===== src/rtl/rt_rgu_stream.sv =====
// rt_rgu_stream: streaming primary-ray generator.
// Raster-scans an img_w x img_h frame and emits one ray (origin, direction)
// per pixel over a valid/ready stream at up to one beat per clock. Pixel
// positions are built by incremental accumulation of delta_u / delta_v, so
// no multipliers are needed. All coordinate arithmetic wraps mod 2**W.
`timescale 1ns/1ps

module rt_rgu_stream #(
    parameter int IW = 8,
    parameter int QW = 16,
    parameter int XW = 11,
    parameter int YW = 11
) (
    input  logic             clk,
    input  logic             rst_n,
    input  logic             start,
    input  logic             abort,
    input  logic [XW-1:0]    img_w,
    input  logic [YW-1:0]    img_h,
    input  logic [IW+QW-1:0] cam_center [3],
    input  logic [IW+QW-1:0] pixel00 [3],
    input  logic [IW+QW-1:0] delta_u [3],
    input  logic [IW+QW-1:0] delta_v [3],
    output logic             busy,
    output logic             done,
    output logic             ray_valid,
    input  logic             ray_ready,
    output logic [XW-1:0]    ray_x,
    output logic [YW-1:0]    ray_y,
    output logic             ray_last,
    output logic [IW+QW-1:0] ray_origin [3],
    output logic [IW+QW-1:0] ray_direction [3]
);

    localparam int W = IW + QW;

    typedef enum logic [1:0] {IDLE, RUN, FIN} state_t;

    state_t        state, state_nx;
    logic          load;      // accept a start with a non-empty frame
    logic          advance;   // current beat handed off downstream

    // Frame parameters captured on start; inputs are free to change afterwards.
    logic [XW-1:0] w_l;
    logic [YW-1:0] h_l;
    logic [W-1:0]  du_l [3];
    logic [W-1:0]  dv_l [3];

    // row: world position of column 0 on the current row.
    // cur: world position of the pixel currently presented on the stream.
    logic [W-1:0]  row [3];
    logic [W-1:0]  cur [3];

    // Successor pixel of the beat currently on the stream.
    logic          row_end;
    logic [XW-1:0] nx;
    logic [YW-1:0] ny;
    logic          nxt_last;
    logic [W-1:0]  nxt_pos [3];

    assign busy = (state == RUN);
    assign done = (state == FIN);

    // State register.
    always_ff @(posedge clk or negedge rst_n) begin
        if (!rst_n) begin
            state <= IDLE;
        end else begin
            // NOTE: non-blocking so every flop samples pre-edge values, independent of block order.
            state <= state_nx;
        end
    end

    // Next-state decode; abort overrides everything, including a handshake.
    always_comb begin
        // NOTE: every output gets a default up front so no path leaves one unassigned (no latch).
        state_nx = state;
        load     = 1'b0;
        advance  = 1'b0;
        if (abort) begin
            state_nx = IDLE;
        end else begin
            case (state)
                IDLE: begin
                    if (start) begin
                        if (img_w != '0 && img_h != '0) begin
                            load     = 1'b1;
                            state_nx = RUN;
                        end else begin
                            state_nx = FIN;
                        end
                    end
                end
                RUN: begin
                    if (ray_valid && ray_ready) begin
                        advance = 1'b1;
                        if (ray_last) state_nx = FIN;
                    end
                end
                FIN:     state_nx = IDLE;
                default: state_nx = IDLE;
            endcase
        end
    end

    // Successor pixel: step along the row, or wrap to the start of the next row.
    always_comb begin
        row_end  = (ray_x == w_l - XW'(1));
        nx       = row_end ? '0 : ray_x + XW'(1);
        ny       = row_end ? ray_y + YW'(1) : ray_y;
        nxt_last = (nx == w_l - XW'(1)) && (ny == h_l - YW'(1));
        for (int i = 0; i < 3; i++) begin
            nxt_pos[i] = row_end ? row[i] + dv_l[i] : cur[i] + du_l[i];
        end
    end

    // Parameter capture, accumulators and registered stream outputs.
    always_ff @(posedge clk or negedge rst_n) begin
        if (!rst_n) begin
            // NOTE: the small parameter/accumulator arrays are reset too, so nothing stale is visible.
            w_l       <= '0;
            h_l       <= '0;
            ray_valid <= 1'b0;
            ray_x     <= '0;
            ray_y     <= '0;
            ray_last  <= 1'b0;
            for (int i = 0; i < 3; i++) begin
                du_l[i]          <= '0;
                dv_l[i]          <= '0;
                row[i]           <= '0;
                cur[i]           <= '0;
                ray_origin[i]    <= '0;
                ray_direction[i] <= '0;
            end
        end else if (abort) begin
            ray_valid <= 1'b0;
        end else if (load) begin
            w_l       <= img_w;
            h_l       <= img_h;
            ray_valid <= 1'b1;
            ray_x     <= '0;
            ray_y     <= '0;
            ray_last  <= (img_w == XW'(1)) && (img_h == YW'(1));
            for (int i = 0; i < 3; i++) begin
                du_l[i]          <= delta_u[i];
                dv_l[i]          <= delta_v[i];
                row[i]           <= pixel00[i];
                cur[i]           <= pixel00[i];
                ray_origin[i]    <= cam_center[i];
                ray_direction[i] <= pixel00[i] - cam_center[i];
            end
        end else if (advance) begin
            if (ray_last) begin
                ray_valid <= 1'b0;
            end else begin
                ray_x    <= nx;
                ray_y    <= ny;
                ray_last <= nxt_last;
                for (int i = 0; i < 3; i++) begin
                    if (row_end) row[i] <= nxt_pos[i];
                    cur[i]           <= nxt_pos[i];
                    ray_direction[i] <= nxt_pos[i] - ray_origin[i];
                end
            end
        end
    end

endmodule


===== config.mk =====
export PLATFORM = sky130hd
export DESIGN_NAME = rt_rgu_stream
export DESIGN_NICKNAME = d
export VERILOG_FILES = /design/src/rtl/rt_rgu_stream.sv
export SDC_FILE = /design/constraint.sdc
export NUM_CORES = 2
export LEC_CHECK = 0
export BUFFER_PORTS_ARGS = -buffer_cell sky130_fd_sc_hd__buf_2
export CAP_MARGIN = 20
export CORE_ASPECT_RATIO = 0.8
export CORE_MARGIN = 2
export CORE_UTILIZATION = 50
export DETAILED_ROUTE_END_ITERATION = 16
export PLACE_DENSITY = 0.81
export SLEW_MARGIN = 30
export SYNTH_ARGS = -nofsm -noshare
export SYNTH_HDL_FRONTEND = slang
export SYNTH_SLANG_ARGS = --single-unit

===== constraint.sdc =====
create_clock -name clk -period 5.6 [get_ports clk]
set_input_delay 0.56 -clock clk [delete_from_list [all_inputs] [get_ports clk]]
set_output_delay 0.56 -clock clk [all_outputs]
set_load 0.02 [all_outputs]

==> results.txt <==
----------------------------------------------------
[Status]
  Status ... finished, final reports clean

[STA]
  Setup violations, final ... 0
  Final critical path time including I/O delays and setup ... approximately 5.4 ns
  Period Utilization, post-route ... 97.1%
  Setup TNS after final layout ... 0 ns
  Remaining max-slew budget at the tightest pin ... approximately a third
  Hold violation count in the final report ... 0
  Slew of the pin with the lowest slew margin ... between 0.9 and 1 ns
  Max Freq ... approximately 180 MHz
  Total count of max-transition violations in the final report ... 0
  Skew final ... between 0.015 and 0.02 ns

[Synth]
  FF+latch count, synth ... 480
  Count of flip-flops with a built-in enable after synthesis ... 0
  Distinct cells, synth ... 92
  Fraction of registers with async set/reset ... 100%
  Commonest register cell after synthesis ... dfrtp_1
  Number of warnings printed during yosys synthesis ... 0
  Mapped Nets ... approximately 4800
  Average cell area after synthesis ... ~8.2 µm²
  Sequential share of the synthesized area ... 34.9%
  Post-synth design cell area ... 0.0344 mm²
  Post-Syn Instances ... 4173

[Floorplanning]
  Ports ... about 490
  Chip height ... 239 µm
  Horizontal die dimension ... about 300 µm
  Floorplan Core Area ... a little under 0.07 mm²
  Die area ... 0.0709 mm²
  Site Rows ... 85
  Effective utilization at floorplan ... a little over 50%

[Setup path]
  CP arrival ... 5.91 ns
  CP required ... 6.08 ns
  Crit path cell chain ... or4_4 > nor4b_4 > xnor3_1 > o2111ai_2 > nor4bb_4 > buf_4 > buf_6 > buf_4 > mux2i_4 > ha_1 > nor2b_1 > o31a_1 > o31ai_2 > buf_4 > a31o_2 > o211ai_1 > o31ai_2 > mux2i_1 > nand2_1 > xnor2_1 > o21a_1
  Sort of element at the end of the critical path ... flip-flop
  Kind of start point of the critical path ... flip-flop
  Cell family with most CP delay ... compound AO/OA/AOI/OAI gates
  Kind of critical path ... reg2reg
  Crit-path most repeated cell ... buf_4
  Sum of buffers and inverters on the critical path ... 4
  Critical-path maximum fanout ... 10
  CP max stage delay ... 0.57 ns
  CP max stage cell ... or4_4

[GRT]
  GR Util All Layers ... a little under a third
  Initial antenna violation count ... 6
  Wire length of the first global-routing pass ... 178000 µm
  Remaining global-route overflow ... 0
  Largest net degree at the start of global routing ... about 160
  Via count of the first global-routing pass ... 30947

[Detailed routing]
  Drt via density ... slightly below 6
  Pre-antenna DRT Iters ... 8
  Final routed wire length divided by cell count ... ~21 µm
  Total detailed-routing wirelength ... 116000 µm
  Total vias in the final route ... 33041
  Post-route antenna net violation count ... 0
  DRC errors left ... 0
  DRC marker count from the first detailed-route iteration ... 3230

[Clock tree]
  Num CTS Buffers ... between 50 and 60
  Sink Count ... 480
  Clock Tree Root ... clkbuf_16
  Depth of the CTS H-tree ... 2
  Clock slew at the register clock pins of the worst setup and hold paths ... roughly 0.070 ns
  TritonCTS clock tree ... yes
  Latest clock arrival within the worst-skew pair ... 0.60 ns
  Max Buffers Root-to-Sink ... 3

[Power and ir drop]
  Peak supply drop ... ~0.00032 V
  Total power divided by cell area ... 568 mW/mm²
  P_leak ... between 0.015 and 0.02 µW

[Placed design]
  Post-Place Cell Area ... approximately 0.038 mm²
  Half-perimeter wire length after placement ... between 80000 and 90000 µm
  Post-placement cell count ... 5464
  Gp weighted congestion ... between 1 and 1.5
  Buffers added on ports ... around 480

[Final layout]
  Non-Filler Cell Area, Final ... ~0.040 mm²
  Proportion of layout cells with a drive suffix above 1 ... 16.8%
  Count of nets after finishing ... roughly 5200
  Commonest non-fill, non-tap cells in the layout ... 957 x nand2_1, 483 x buf_2, 479 x dfrtp_1
  Area added between synthesis and finish ... 16.4%
  Commonest non-fill, non-tap cell in the layout ... nand2_1
  Filler cell count in the final layout ... ~6000
  Non-filler cells, final ... 5576

[Run]
  Max_cap viols ... 0

[Hold path]
  Worst min-delay path category ... in2reg

----------------------------------------------------
worst reg2reg max path: stages, from the launching register on:
cell and delay (ns):
dfrtp_2 0.44, or4_4 0.57, nor4b_4 0.27, xnor3_1 0.25, o2111ai_2 0.15, nor4bb_4 0.37
buf_4 0.18, buf_6 0.16, buf_4 0.19, mux2i_4 0.29, ha_1 0.26, nor2b_1 0.15
o31a_1 0.30, o31ai_2 0.26, buf_4 0.17, a31o_2 0.19, o211ai_1 0.19, o31ai_2 0.33
mux2i_1 0.21, nand2_1 0.08, xnor2_1 0.13, o21a_1 0.18
synthesized netlist by cell type (50+ instances only):
master	number	share of area, %
nand3_1	85	1.2
inv_1	230	2.5
xnor2_1	147	3.7
a21oi_1	248	3.6
o21ai_0	332	4.8
ha_1	280	10
mux2_2	50	1.6
a21o_1	91	2.0
nor3_1	70	1.0
a211oi_1	65	1.4
nand2_1	960	10
clkbuf_1	118	1.3
nor2_1	195	2.1
dfrtp_1	480	35
xor2_1	121	3.1
kinds of logic (layout without fill, tap and decap cells):
group,after synthesis,in the layout,share of synthesized area [%]
and+or+nand+nor,1564,1565,20.0
AOI/OAI and AO/OA,1078,1078,19.6
DFF,480,480,34.9
buffers and inverters,393,881,4.54
adders and majority gates,292,292,10.9
xor gates and xnor gates,272,272,7.09
muxes,94,94,2.92
other,0,1,0
worst paths after layout:
| check | from | slack, ns | cells after the start | to |
|---|---|---|---|---|
| max | w_l[4] | 0.16 | 21 | ray_direction[23] |
| min | delta_v[57] | 0.14 | 3 | dv_l[57] |
| max reg2reg | w_l[4] | 0.16 | 21 | ray_direction[23] |
| min reg2reg | row[52] | 0.47 | 2 | row[52] |
| max in group asynchronous | rst_n | 3.77 | 3 | du_l[29] |
| min in group asynchronous | rst_n | 0.53 | 2 | h_l[3] |
where the power goes:
group / switching [µW] / internal [µW]
registers: 803 / 4450
logic: 8080 / 5690
clock network: 1560 / 2110
total: 10400 / 12300
state kept, by name (all words and copies together) (netlist names):
signal and count:
ray_x 11, ray_valid 1, row 72, dv_l 72
w_l 11, du_l 72, ray_last 1, ray_direction 72
ray_y 11, state 2, cur 72, h_l 11
ray_origin 72
metal layers:
layer	up-vias	global-route usage (%)	share of wire, %
met5	-	0	0
met4	0	9.57	3.0
met3	212	6.30	10
met2	1628	48.3	43
met1	15750	45.6	43
li1	15451	-	-
repair_timing:
| action | CTS | global route |
|---|---|---|
| resized for setup | 12 | 30 |
| cloned | 0 | 2 |
| setup buffers | 2 | 11 |
| endpoints found under the setup margin | 8 | 26 |
| hold endpoints to repair | 67 | 0 |
| hold buffers | 1 | 0 |
| pin swaps | 2 | 16 |
final cells by class:
| type | count | area (µm²) | area share [%] |
|---|---|---|---|
| diodes | 1 | 2.50 | 0.00625 |
| clock buffers | 71 | 1540 | 3.86 |
| clock inverters | 24 | 244 | 0.610 |
| inverters | 230 | 863 | 2.16 |
| multi-input cells | 3301 | 21100 | 52.6 |
| flip-flops and latches | 480 | 12000 | 30.0 |
| well taps | 913 | 1140 | 2.86 |
| repair buffers | 556 | 3140 | 7.85 |
per-stage QoR:
| stage | utilization [%] | total power [µW] | hold WS (ns) | worst slack, ns |
|---|---|---|---|---|
| after floorplan | - | 14800 | 0.264 | 0.191 |
| after detailed placement | 56.0 | 18400 | 0.460 | -0.218 |
| after CTS | 58.8 | 22200 | 0.116 | -0.00413 |
| after global routing | 59.1 | 24300 | 0.131 | -0.0218 |
| after global placement | 56.0 | 18100 | 0.453 | -0.0896 |
| final | 59.1 | 22700 | 0.142 | 0.162 |
No activity file was read; power rests on OpenSTA's default activity.
